<file path="src/rtl/fir_cfg_pkg.sv">
`default_nettype none
// ============================================================================
// Module   : fir_cfg_pkg
// Purpose  : Shared constants and FSM encoding for the FIR coefficient
//            configuration interface (loader and receiving config block).
// Ports    : none (package)
// Revision : 1.0 - initial release
// ============================================================================
package fir_cfg_pkg;

  localparam int NUM_COEF  = 16;            // coefficients per frame
  localparam int COEF_W    = 8;             // coefficient / byte width
  localparam int TAP_W     = 4;             // tap count field width
  localparam int FRAME_LEN = NUM_COEF + 1;  // bytes per frame (tap byte + coefs)

  typedef enum logic [2:0] {
    ST_IDLE  = 3'd0,
    ST_SETUP = 3'd1,
    ST_SEND  = 3'd2,
    ST_GAP   = 3'd3,
    ST_HOLD  = 3'd4
  } cfg_state_e;

  function automatic int max3(input int a, input int b, input int c);
    int m;
    m = (a > b) ? a : b;
    return (m > c) ? m : c;
  endfunction

endpackage
`default_nettype wire

</file>
<file path="src/rtl/fir_config_loader_if.sv">
`default_nettype none
// ============================================================================
// Module   : fir_config_loader_if
// Purpose  : Serial byte-shift configuration bus between the coefficient
//            loader (master) and the filter configuration block (slave).
// Signals  : cfg_enable      - configuration-mode level
//            cfg_data_enable - one-cycle byte strobe
//            cfg_data        - byte, meaningful only while strobe is high
// Revision : 1.0 - initial release
// ============================================================================
interface fir_config_loader_if #(
  parameter int COEF_W = 8
);
  logic              cfg_enable;
  logic              cfg_data_enable;
  logic [COEF_W-1:0] cfg_data;

  modport master (output cfg_enable, output cfg_data_enable, output cfg_data);
  modport slave  (input  cfg_enable, input  cfg_data_enable, input  cfg_data);
endinterface
`default_nettype wire

</file>
<file path="src/rtl/fir_cfg_frame_shifter.sv">
`default_nettype none
// ============================================================================
// Module   : fir_cfg_frame_shifter
// Purpose  : Frame snapshot register. Parallel load of a whole frame, then
//            pops one byte per shift; the head byte is the next to transmit.
// Ports    : clk, rst_n     - clock, synchronous active-low reset
//            load          - capture load_data (byte 0 in the MSBs)
//            load_data     - NUM_BYTES*BYTE_W frame image
//            shift         - drop the head byte, move the next one up
//            head          - current head byte
// Revision : 1.0 - initial release
// ============================================================================
module fir_cfg_frame_shifter #(
  parameter int NUM_BYTES = 17,
  parameter int BYTE_W    = 8
) (
  input  logic                          clk,
  input  logic                          rst_n,
  input  logic                          load,
  input  logic [NUM_BYTES*BYTE_W-1:0]   load_data,
  input  logic                          shift,
  output logic [BYTE_W-1:0]             head
);
  localparam int FRAME_W = NUM_BYTES * BYTE_W;

  logic [FRAME_W-1:0] frame_q, frame_d;

  always_comb begin
    frame_d = frame_q;
    if (load) begin
      frame_d = load_data;
    end else if (shift) begin
      frame_d = {frame_q[FRAME_W-BYTE_W-1:0], {BYTE_W{1'b0}}};
    end
  end

  always_ff @(posedge clk) begin
    if (!rst_n) begin
      frame_q <= '0;
    end else begin
      frame_q <= frame_d;
    end
  end

  assign head = frame_q[FRAME_W-1 -: BYTE_W];

endmodule
`default_nettype wire

</file>
<file path="src/rtl/fir_config_loader.sv">
`default_nettype none
// ============================================================================
// Module   : fir_config_loader
// Purpose  : Transmit side of the FIR coefficient configuration interface.
//            Snapshots coefficients + tap count on start, then shifts the
//            frame out as strobed bytes framed by the cfg_enable level.
// Ports    : clk, rst_n     - clock, synchronous active-low reset
//            start         - load request, honoured in IDLE only
//            abort         - cancel an in-progress load (wins over start)
//            coef_in       - coef k at [k*COEF_W +: COEF_W]
//            tap_num_in    - tap count field (taps-1)
//            busy          - high from start accept until frame end
//            done          - one-cycle pulse on successful completion
//            cfg           - configuration bus (master side)
// Revision : 1.0 - initial release
// ============================================================================
module fir_config_loader
  import fir_cfg_pkg::*;
#(
  parameter int SETUP_CYC = 1,
  parameter int GAP_CYC   = 0,
  parameter int HOLD_CYC  = 1
) (
  input  logic                        clk,
  input  logic                        rst_n,
  input  logic                        start,
  input  logic                        abort,
  input  logic [NUM_COEF*COEF_W-1:0]  coef_in,
  input  logic [TAP_W-1:0]            tap_num_in,
  output logic                        busy,
  output logic                        done,
  fir_config_loader_if.master         cfg
);
  localparam int MAX_WAIT   = max3(SETUP_CYC, GAP_CYC, HOLD_CYC);
  // Counter holds "cycles remaining minus one", so MAX_WAIT-1 is the top value.
  localparam int WAIT_W     = (MAX_WAIT > 1) ? $clog2(MAX_WAIT) : 1;
  localparam int BYTE_CNT_W = $clog2(FRAME_LEN);

  localparam logic [WAIT_W-1:0]     SETUP_LD  = WAIT_W'(SETUP_CYC - 1);
  localparam logic [WAIT_W-1:0]     GAP_LD    = WAIT_W'((GAP_CYC > 0) ? GAP_CYC - 1 : 0);
  localparam logic [WAIT_W-1:0]     HOLD_LD   = WAIT_W'(HOLD_CYC - 1);
  localparam logic [BYTE_CNT_W-1:0] LAST_BYTE = BYTE_CNT_W'(FRAME_LEN - 1);

  cfg_state_e              state_q, state_d;
  logic [WAIT_W-1:0]       wait_q, wait_d;
  logic [BYTE_CNT_W-1:0]   byte_cnt_q, byte_cnt_d;
  logic                    accept;
  logic                    shift_en;
  logic [COEF_W-1:0]       head;

  logic                    cfg_enable_q, cfg_enable_d;
  logic                    cfg_data_enable_q, cfg_data_enable_d;
  logic [COEF_W-1:0]       cfg_data_q, cfg_data_d;
  logic                    busy_q, busy_d;
  logic                    done_q, done_d;

  // Byte 0 (tap byte) sits in the MSBs, followed by coef[NUM_COEF-1] .. coef[0],
  // which is exactly the order coef_in already has from its top down.
  fir_cfg_frame_shifter #(
    .NUM_BYTES (FRAME_LEN),
    .BYTE_W    (COEF_W)
  ) u_shifter (
    .clk       (clk),
    .rst_n     (rst_n),
    .load      (accept),
    .load_data ({{(COEF_W-TAP_W){1'b0}}, tap_num_in, coef_in}),
    .shift     (shift_en),
    .head      (head)
  );

  // State register
  always_ff @(posedge clk) begin
    if (!rst_n) begin
      state_q    <= ST_IDLE;
      wait_q     <= '0;
      byte_cnt_q <= '0;
    end else begin
      state_q    <= state_d;
      wait_q     <= wait_d;
      byte_cnt_q <= byte_cnt_d;
    end
  end

  // Next-state logic. shift_en marks every entry into SEND: the head byte is
  // captured into cfg_data on that edge and popped from the shifter together.
  always_comb begin
    state_d    = state_q;
    wait_d     = wait_q;
    byte_cnt_d = byte_cnt_q;
    accept     = 1'b0;
    shift_en   = 1'b0;
    if (abort) begin
      state_d = ST_IDLE;
    end else begin
      case (state_q)
        ST_IDLE: begin
          if (start) begin
            accept     = 1'b1;
            state_d    = ST_SETUP;
            wait_d     = SETUP_LD;
            byte_cnt_d = '0;
          end
        end
        ST_SETUP: begin
          if (wait_q == '0) begin
            state_d  = ST_SEND;
            shift_en = 1'b1;
          end else begin
            wait_d = wait_q - WAIT_W'(1);
          end
        end
        ST_SEND: begin
          byte_cnt_d = byte_cnt_q + BYTE_CNT_W'(1);
          if (byte_cnt_q == LAST_BYTE) begin
            state_d = ST_HOLD;
            wait_d  = HOLD_LD;
          end else if (GAP_CYC == 0) begin
            state_d  = ST_SEND;
            shift_en = 1'b1;
          end else begin
            state_d = ST_GAP;
            wait_d  = GAP_LD;
          end
        end
        ST_GAP: begin
          if (wait_q == '0) begin
            state_d  = ST_SEND;
            shift_en = 1'b1;
          end else begin
            wait_d = wait_q - WAIT_W'(1);
          end
        end
        ST_HOLD: begin
          if (wait_q == '0) begin
            state_d = ST_IDLE;
          end else begin
            wait_d = wait_q - WAIT_W'(1);
          end
        end
        default: state_d = ST_IDLE;
      endcase
    end
  end

  // Output logic, decoded from the next state so the registered outputs line
  // up with the state they describe.
  always_comb begin
    cfg_enable_d      = (state_d != ST_IDLE);
    busy_d            = (state_d != ST_IDLE);
    cfg_data_enable_d = (state_d == ST_SEND);
    cfg_data_d        = (state_d == ST_SEND) ? head : '0;
    done_d            = (state_q == ST_HOLD) && (state_d == ST_IDLE) && !abort;
  end

  always_ff @(posedge clk) begin
    if (!rst_n) begin
      cfg_enable_q      <= 1'b0;
      cfg_data_enable_q <= 1'b0;
      cfg_data_q        <= '0;
      busy_q            <= 1'b0;
      done_q            <= 1'b0;
    end else begin
      cfg_enable_q      <= cfg_enable_d;
      cfg_data_enable_q <= cfg_data_enable_d;
      cfg_data_q        <= cfg_data_d;
      busy_q            <= busy_d;
      done_q            <= done_d;
    end
  end

  assign cfg.cfg_enable      = cfg_enable_q;
  assign cfg.cfg_data_enable = cfg_data_enable_q;
  assign cfg.cfg_data        = cfg_data_q;
  assign busy                = busy_q;
  assign done                = done_q;

endmodule
`default_nettype wire

</file>
<file path="src/flat_wrapper.sv">
// flat-port wrapper written by rule: the top's interface ports become plain ports
module fir_config_loader_flat import fir_cfg_pkg::*;
#(
  parameter int SETUP_CYC = 1,
  parameter int GAP_CYC   = 0,
  parameter int HOLD_CYC  = 1
)
  (clk, rst_n, start, abort, coef_in, tap_num_in, busy, done, cfg_cfg_enable, cfg_cfg_data_enable, cfg_cfg_data);
  fir_config_loader_if #(.COEF_W(COEF_W)) cfg_i ();
  input  logic clk;
  input  logic rst_n;
  input  logic start;
  input  logic abort;
  input  logic [NUM_COEF*COEF_W-1:0] coef_in;
  input  logic [TAP_W-1:0] tap_num_in;
  output logic busy;
  output logic done;
  output wire logic [$bits(cfg_i.cfg_enable)-1:0] cfg_cfg_enable;
  output wire logic [$bits(cfg_i.cfg_data_enable)-1:0] cfg_cfg_data_enable;
  output wire logic [$bits(cfg_i.cfg_data)-1:0] cfg_cfg_data;
  assign cfg_cfg_enable = cfg_i.cfg_enable;
  assign cfg_cfg_data_enable = cfg_i.cfg_data_enable;
  assign cfg_cfg_data = cfg_i.cfg_data;
  fir_config_loader #(.SETUP_CYC(SETUP_CYC), .GAP_CYC(GAP_CYC), .HOLD_CYC(HOLD_CYC)) u_core (.clk(clk), .rst_n(rst_n), .start(start), .abort(abort), .coef_in(coef_in), .tap_num_in(tap_num_in), .busy(busy), .done(done), .cfg(cfg_i));
endmodule
</file>
<file path="config.mk">
export PLATFORM = sky130hd
export DESIGN_NAME = fir_config_loader_flat
export DESIGN_NICKNAME = d
export VERILOG_FILES = /design/src/rtl/fir_cfg_pkg.sv /design/src/rtl/fir_config_loader_if.sv /design/src/rtl/fir_cfg_frame_shifter.sv /design/src/rtl/fir_config_loader.sv /design/src/flat_wrapper.sv
export SDC_FILE = /design/constraint.sdc
export NUM_CORES = 1
export LEC_CHECK = 0
export ABC_AREA = 1
export CORE_MARGIN = 3
export CORE_UTILIZATION = 52
export CTS_BUF_LIST = sky130_fd_sc_hd__clkbuf_16
export CTS_CLUSTER_DIAMETER = 80
export CTS_CLUSTER_SIZE = 14
export DETAILED_ROUTE_END_ITERATION = 16
export GPL_ROUTABILITY_DRIVEN = 0
export GPL_TIMING_DRIVEN = 0
export PLACE_DENSITY = 0.79
export SETUP_SLACK_MARGIN = 0.3
export SLEW_MARGIN = 30
export SYNTH_ARGS = -nofsm -noshare
export SYNTH_HDL_FRONTEND = slang
export SYNTH_HIERARCHICAL = 1
export SYNTH_SLANG_ARGS = --single-unit
</file>
<file path="constraint.sdc">
create_clock -name clk -period 1.9 [get_ports clk]
set_input_delay 0.19 -clock clk [delete_from_list [all_inputs] [get_ports clk]]
set_output_delay 0.19 -clock clk [all_outputs]
set_load 0.01 [all_outputs]
</file>
; After elaboration in Yosys (flattened, before gate mapping)
; Index checks and enable logic that the tools add are counted.
[classes]
eq_ne = 8
shift = 0
div = 0
n_addsub = 2
muxes = 21
n_bitwise = 2
reduce_logical = 15
multipliers = 0
order_cmp = 0
[op_table]
columns = op, n
row1 = 132-bit 2-to-1 mux, 2
row2 = 3-bit 2-to-1 mux, 5
row3 = 3-bit one-hot mux with 4 select lines, 1
row4 = 5-bit one-hot mux with 2 select lines, 1
row5 = "3-bit by 2-bit == test with 1-bit output, second input constant", 3
row6 = 1-bit 2-to-1 mux, 9
row7 = 3-bit zero test, 2
row8 = 3-bit nonzero test, 2
row9 = "5-bit by 1-bit adder with 5-bit output, second input constant", 1
row10 = "5-bit == test, second input constant", 1
row11 = 5-bit 2-to-1 mux, 1
row12 = 4-bit AND reduction, 1
row13 = 2-bit nonzero test, 2
row14 = 2-bit OR reduction, 2
row15 = "3-bit by 1-bit == test with 1-bit output, second input constant", 1
row16 = "3-bit == test, second input constant", 1
row17 = 1-bit one-hot mux with 3 select lines, 1
row18 = 3-bit AND reduction, 1
row19 = 3-bit OR reduction, 1
row20 = 1-bit logical AND, 2
row21 = "2-bit by 1-bit != test with 1-bit output, second input constant", 1
row22 = "2-bit != test, second input constant", 1
row23 = 1-bit inverter, 2
row24 = 1-bit one-hot mux with 2 select lines, 1
row25 = 3 further kinds, 3
[word_totals]
romBits = 0
latchBits = 0
ramBits = 0
regBits = 156
output_inout_bits = 12
inputBits = 136
mem_count = 0
word_cells = 57

; Logic depth before layout (Yosys ltp)
[logic_depth]
word_depth = 7
ltp_mapped = 14
mapped_depth_nobuf = 12

; Modules after synthesis
; Netlist, hierarchy kept.
[by_module_without_submodules]
columns = mod, area_per_inst_um2, n_inst, seq_area_each_um2, cells_each
row1 = fir_cfg_frame_shifter, 6463.7, 1, 2722.6, 1014
row2 = fir_config_loader, 772.0, 1, 380.4, 95

; Worst setup path before layout
; No wires, ideal clock.
[synth_path]
path_kind = reg-to-reg
from = reg u_core.byte_cnt_q[0]
to = reg u_core.u_shifter.frame_q[123]
setup_ps = 56
stages_incl_launch_ff = 14
slack_ps = 256
path_buffers = 2
synth_period_minus_slack_ps = 1644
arrival_ps = 1589
required_ps = 1844
path_cell_list = dfxtp_1 inv_1 ha_1 nand3_1 nand2_1 nand2_2 nand2_1 inv_1 buf_2 buf_2 nand3_1 nand3_1 nand2_1 inv_1
[synth_via]
elab_chain_len = 5
[synth_lines]
columns = element, line
row1 = from (decl), fir_config_loader.sv:46  ; logic [BYTE_CNT_W-1:0] byte_cnt_q, byte_cnt_d;
row2 = from (signal assigned), fir_config_loader.sv:80  ; byte_cnt_q <= byte_cnt_d;
row3 = 5-bit == test, fir_config_loader.sv:114  ; if (byte_cnt_q == LAST_BYTE) begin
row4 = 1-bit 2-to-1 mux, fir_config_loader.sv:114
row5 = 1-bit one-hot mux with 2 select lines, fir_config_loader.sv:95  ; case (state_q)
row6 = 1-bit 2-to-1 mux, fir_config_loader.sv:92  ; if (abort) begin
row7 = net u_core.shift_en, fir_config_loader.sv:48  ; logic shift_en;
row8 = 2-bit nonzero test (no line), -
row9 = to (signal assigned), fir_cfg_frame_shifter.sv:41  ; frame_q <= frame_d;
row10 = to (decl), fir_cfg_frame_shifter.sv:26  ; logic [FRAME_W-1:0] frame_q, frame_d;
; The timed path passes the listed nets, and every way through them passes these cells.
; A chain may end at the register's enable or synchronous reset.

; Worst setup path in the final report
[layout_path]
from = reg u_core.byte_cnt_q[1]
to = reg u_core.u_shifter.frame_q[57]
; Same word-level chain as after synthesis.

==> impl_metrics.ini <==
[status]
status = completed

[synth]
synth-async-reset-ratio = 0
synth-seq-cells = 155
yosys.area.top_type = dfxtp_1
yosys.area.top_type_share = 0.4288
synthTopCellsByArea = dfxtp_1 (43%), nand2_1 (22%), nand3_1 (18%)
synthesis.area_sq_um = 7236
seq_area_frac_synth = 0.4288
yosysUniqueCellTypes = 25
avgSynthCellArea_sq_um = 6.525
ys.flop_type = dfxtp_1
netlist_instances = 1109
synth_edf_count = 0
ys_warn_count = 6

[timing]
finalMaxSlewViolations = 0
max_freq_ghz = 0.5759
fin_crit_ns = 1.736
hold_viol_final = 0
tightest_slew_ns = 0.5464
slew_headroom = 0.6358
grt_setup_unrepaired = true
setup-violations-final = 0
skew_ns = 0.01015
fin_crit_sh = 0.9138

[clock_network]
clk_pin_slew_worst_paths_ns = 0.06
htreeDepth = 4
numCtsBuffers = 17
root_buffer = clkbuf_16
clk_latency_ns = 0.43
cts_tree = built
cts_sinks = 155
clock_path_buffers = 2

[global_routing]
use_met3 = 0.05995
grt_pass1_vias = 6680
grt_max_degree = 17
grtUsageMet2 = 0.4177
grt_pass1_wl_mm = 30.97
grtUsageMet1 = 0.3267
grt_usage = 0.2548
busiest_layer = met2
grt_overflow = 0
grt_antenna_before_repair = 1

[cells_and_area]
layout_commonest_cell = nand2_1
seqCellArea_sq_um = 3108
layout-drive-gt1-share = 0.1460
fin_nets = 1433
final_util = 0.7697
syn_to_final_growth_pct = 42.56
mostFrequentLayoutCells = nand2_1 (391), nand3_1 (233), dfxtp_1 (151)
multi_input_area_sq_um = 3458
antennaDiodeCount = 0
fillers = 1031

[worst_setup_path]
crit_type = flip-flop to flip-flop
crit_path_start_kind = flip-flop
crit_arrival_ns = 2.11
endpoint_kind = flip-flop
cp.required_ns = 2.27
crit_fanout = 10

[place]
port-buffer-count = 147
dp_hpwl_mm = 13.25

[power_and_ir_drop]
peakVddDrop_mv = 0.7651
total_power_mw = 8.358
leakage_nw = 5.457
power_density_nw_per_um2 = 810.3

[routing]
ant_nets = 0
drtPass1Iterations = 5
via_per_inst = 5.020
via_count = 7450
drt_iter0_drc = 612
wl_per_cell_um = 13.86
routed_wirelength_mm = 20.57
drc = 0

[floorplan]
fp.dieH_um = 124.0
rows = 42
coreArea_sq_um = 13400
start_util = 0.5400
die-area_sq_um = 15370
io_pins = 148
die_x_um = 124.0

[job]
cap_violations = 0

[min_path]
min_path_type = primary input to flip-flop
==> flip-flops by register name, indices dropped and copies added, names as in the netlist <==
signal                      flops
u_core/u_shifter/frame_q      136
u_core/cfg.cfg_data             8
u_core/byte_cnt_q               5
u_core/state_q                  3
u_core/busy                     1
u_core/done                     1
u_core/cfg.cfg_data_enable      1
==> cell usage after synthesis, types with 3 or more instances <==
cell,count
a21oi_1,14
buf_1,7
buf_2,47
buf_4,13
clkbuf_1,13
dfxtp_1,155
inv_1,150
nand2_1,417
nand3_1,255
nand3_2,3
nor2_1,19
==> path summary, 6_finish.rpt <==
path                                from  cells after the start  slack, ns                      endpoint
max                 u_core/byte_cnt_q[1]                     13       0.16  u_core/u_shifter/frame_q[57]
min                           coef_in[6]                      3       0.33   u_core/u_shifter/frame_q[6]
max reg2reg         u_core/byte_cnt_q[1]                     13       0.16  u_core/u_shifter/frame_q[57]
min reg2reg  u_core/u_shifter/frame_q[2]                      2       0.47   u_core/u_shifter/frame_q[2]
==> cell families (layout without fill, tap and decap cells) <==
| kind of cell | count (synthesis) | count (layout) | synth area share |
|---|---|---|---|
| AO/OA/AOI/OAI | 18 | 18 | 0.01401 |
| XOR/XNOR | 1 | 1 | 0.001211 |
| adder cells (fa/ha/maj) | 2 | 2 | 0.003458 |
| buffers and inverters | 231 | 427 | 0.1357 |
| flip-flops | 155 | 155 | 0.4288 |
| other | 1 | 4 | 0.0005183 |
| AND/OR/NAND/NOR | 701 | 701 | 0.4162 |
==> power breakdown <==
group          switching [mW]  total, mW  internal (mW)
Clock                    1.33       3.64           2.31
Combinational           0.592       1.22          0.632
Sequential             0.0966       3.50           3.40
==> what timing repair did <==
action / CTS / global route
pin swaps: 4 / 1
resized for setup: 94 / 56
endpoints found under the hold margin: 0 / 0
hold buffers: 0 / 0
setup endpoints to repair: 136 / 137
setup buffers: 10 / 2
gates cloned: 2 / 3
==> layout make-up <==
class,instances,share of cell area
Tap cell,176,0.02135
Clock buffer,17,0.04124
Clock inverter,15,0.02001
Multi-Input combinational cell,726,0.3353
Buffer,81,0.06016
Timing Repair Buffer,164,0.1661
Inverter,150,0.05459
Sequential cell,155,0.3013
==> critical path, cell delays in order (launching register included) <==
cell and delay [ns]:
dfxtp_2 0.34, inv_2 0.05, ha_4 0.16, nand3_4 0.08, nand2_2 0.05, nand2_2 0.07
nand2_2 0.05, inv_2 0.08, buf_4 0.21, buf_4 0.19, nand3_1 0.14, nand3_2 0.11
nand2_1 0.06, inv_1 0.07
==> through the flow <==
step                cells  TNS, ns  setup WS, ns  area (sq um)  hold WS (ns)
floorplan            1112        0        0.3246          7258        0.2623
global placement     1435   -28.43       -0.3309          8950        0.4394
detailed placement   1435   -30.33       -0.3606          8950        0.4552
CTS                  1479        0        0.2250         10030        0.3111
global route         1484        0       0.06701         10310        0.3389
finish               1484        0        0.1637         10310        0.3325
==> metal layers <==
| layer | wire length, um | up-vias |
|---|---|---|
| met1 | 8736 | 3344 |
| li1 | - | 3784 |
| met2 | 9971 | 271 |
| met4 | 480 | 2 |
| met3 | 1371 | 49 |
| met5 | 7 | - |
(Power assumes the default switching activity.)
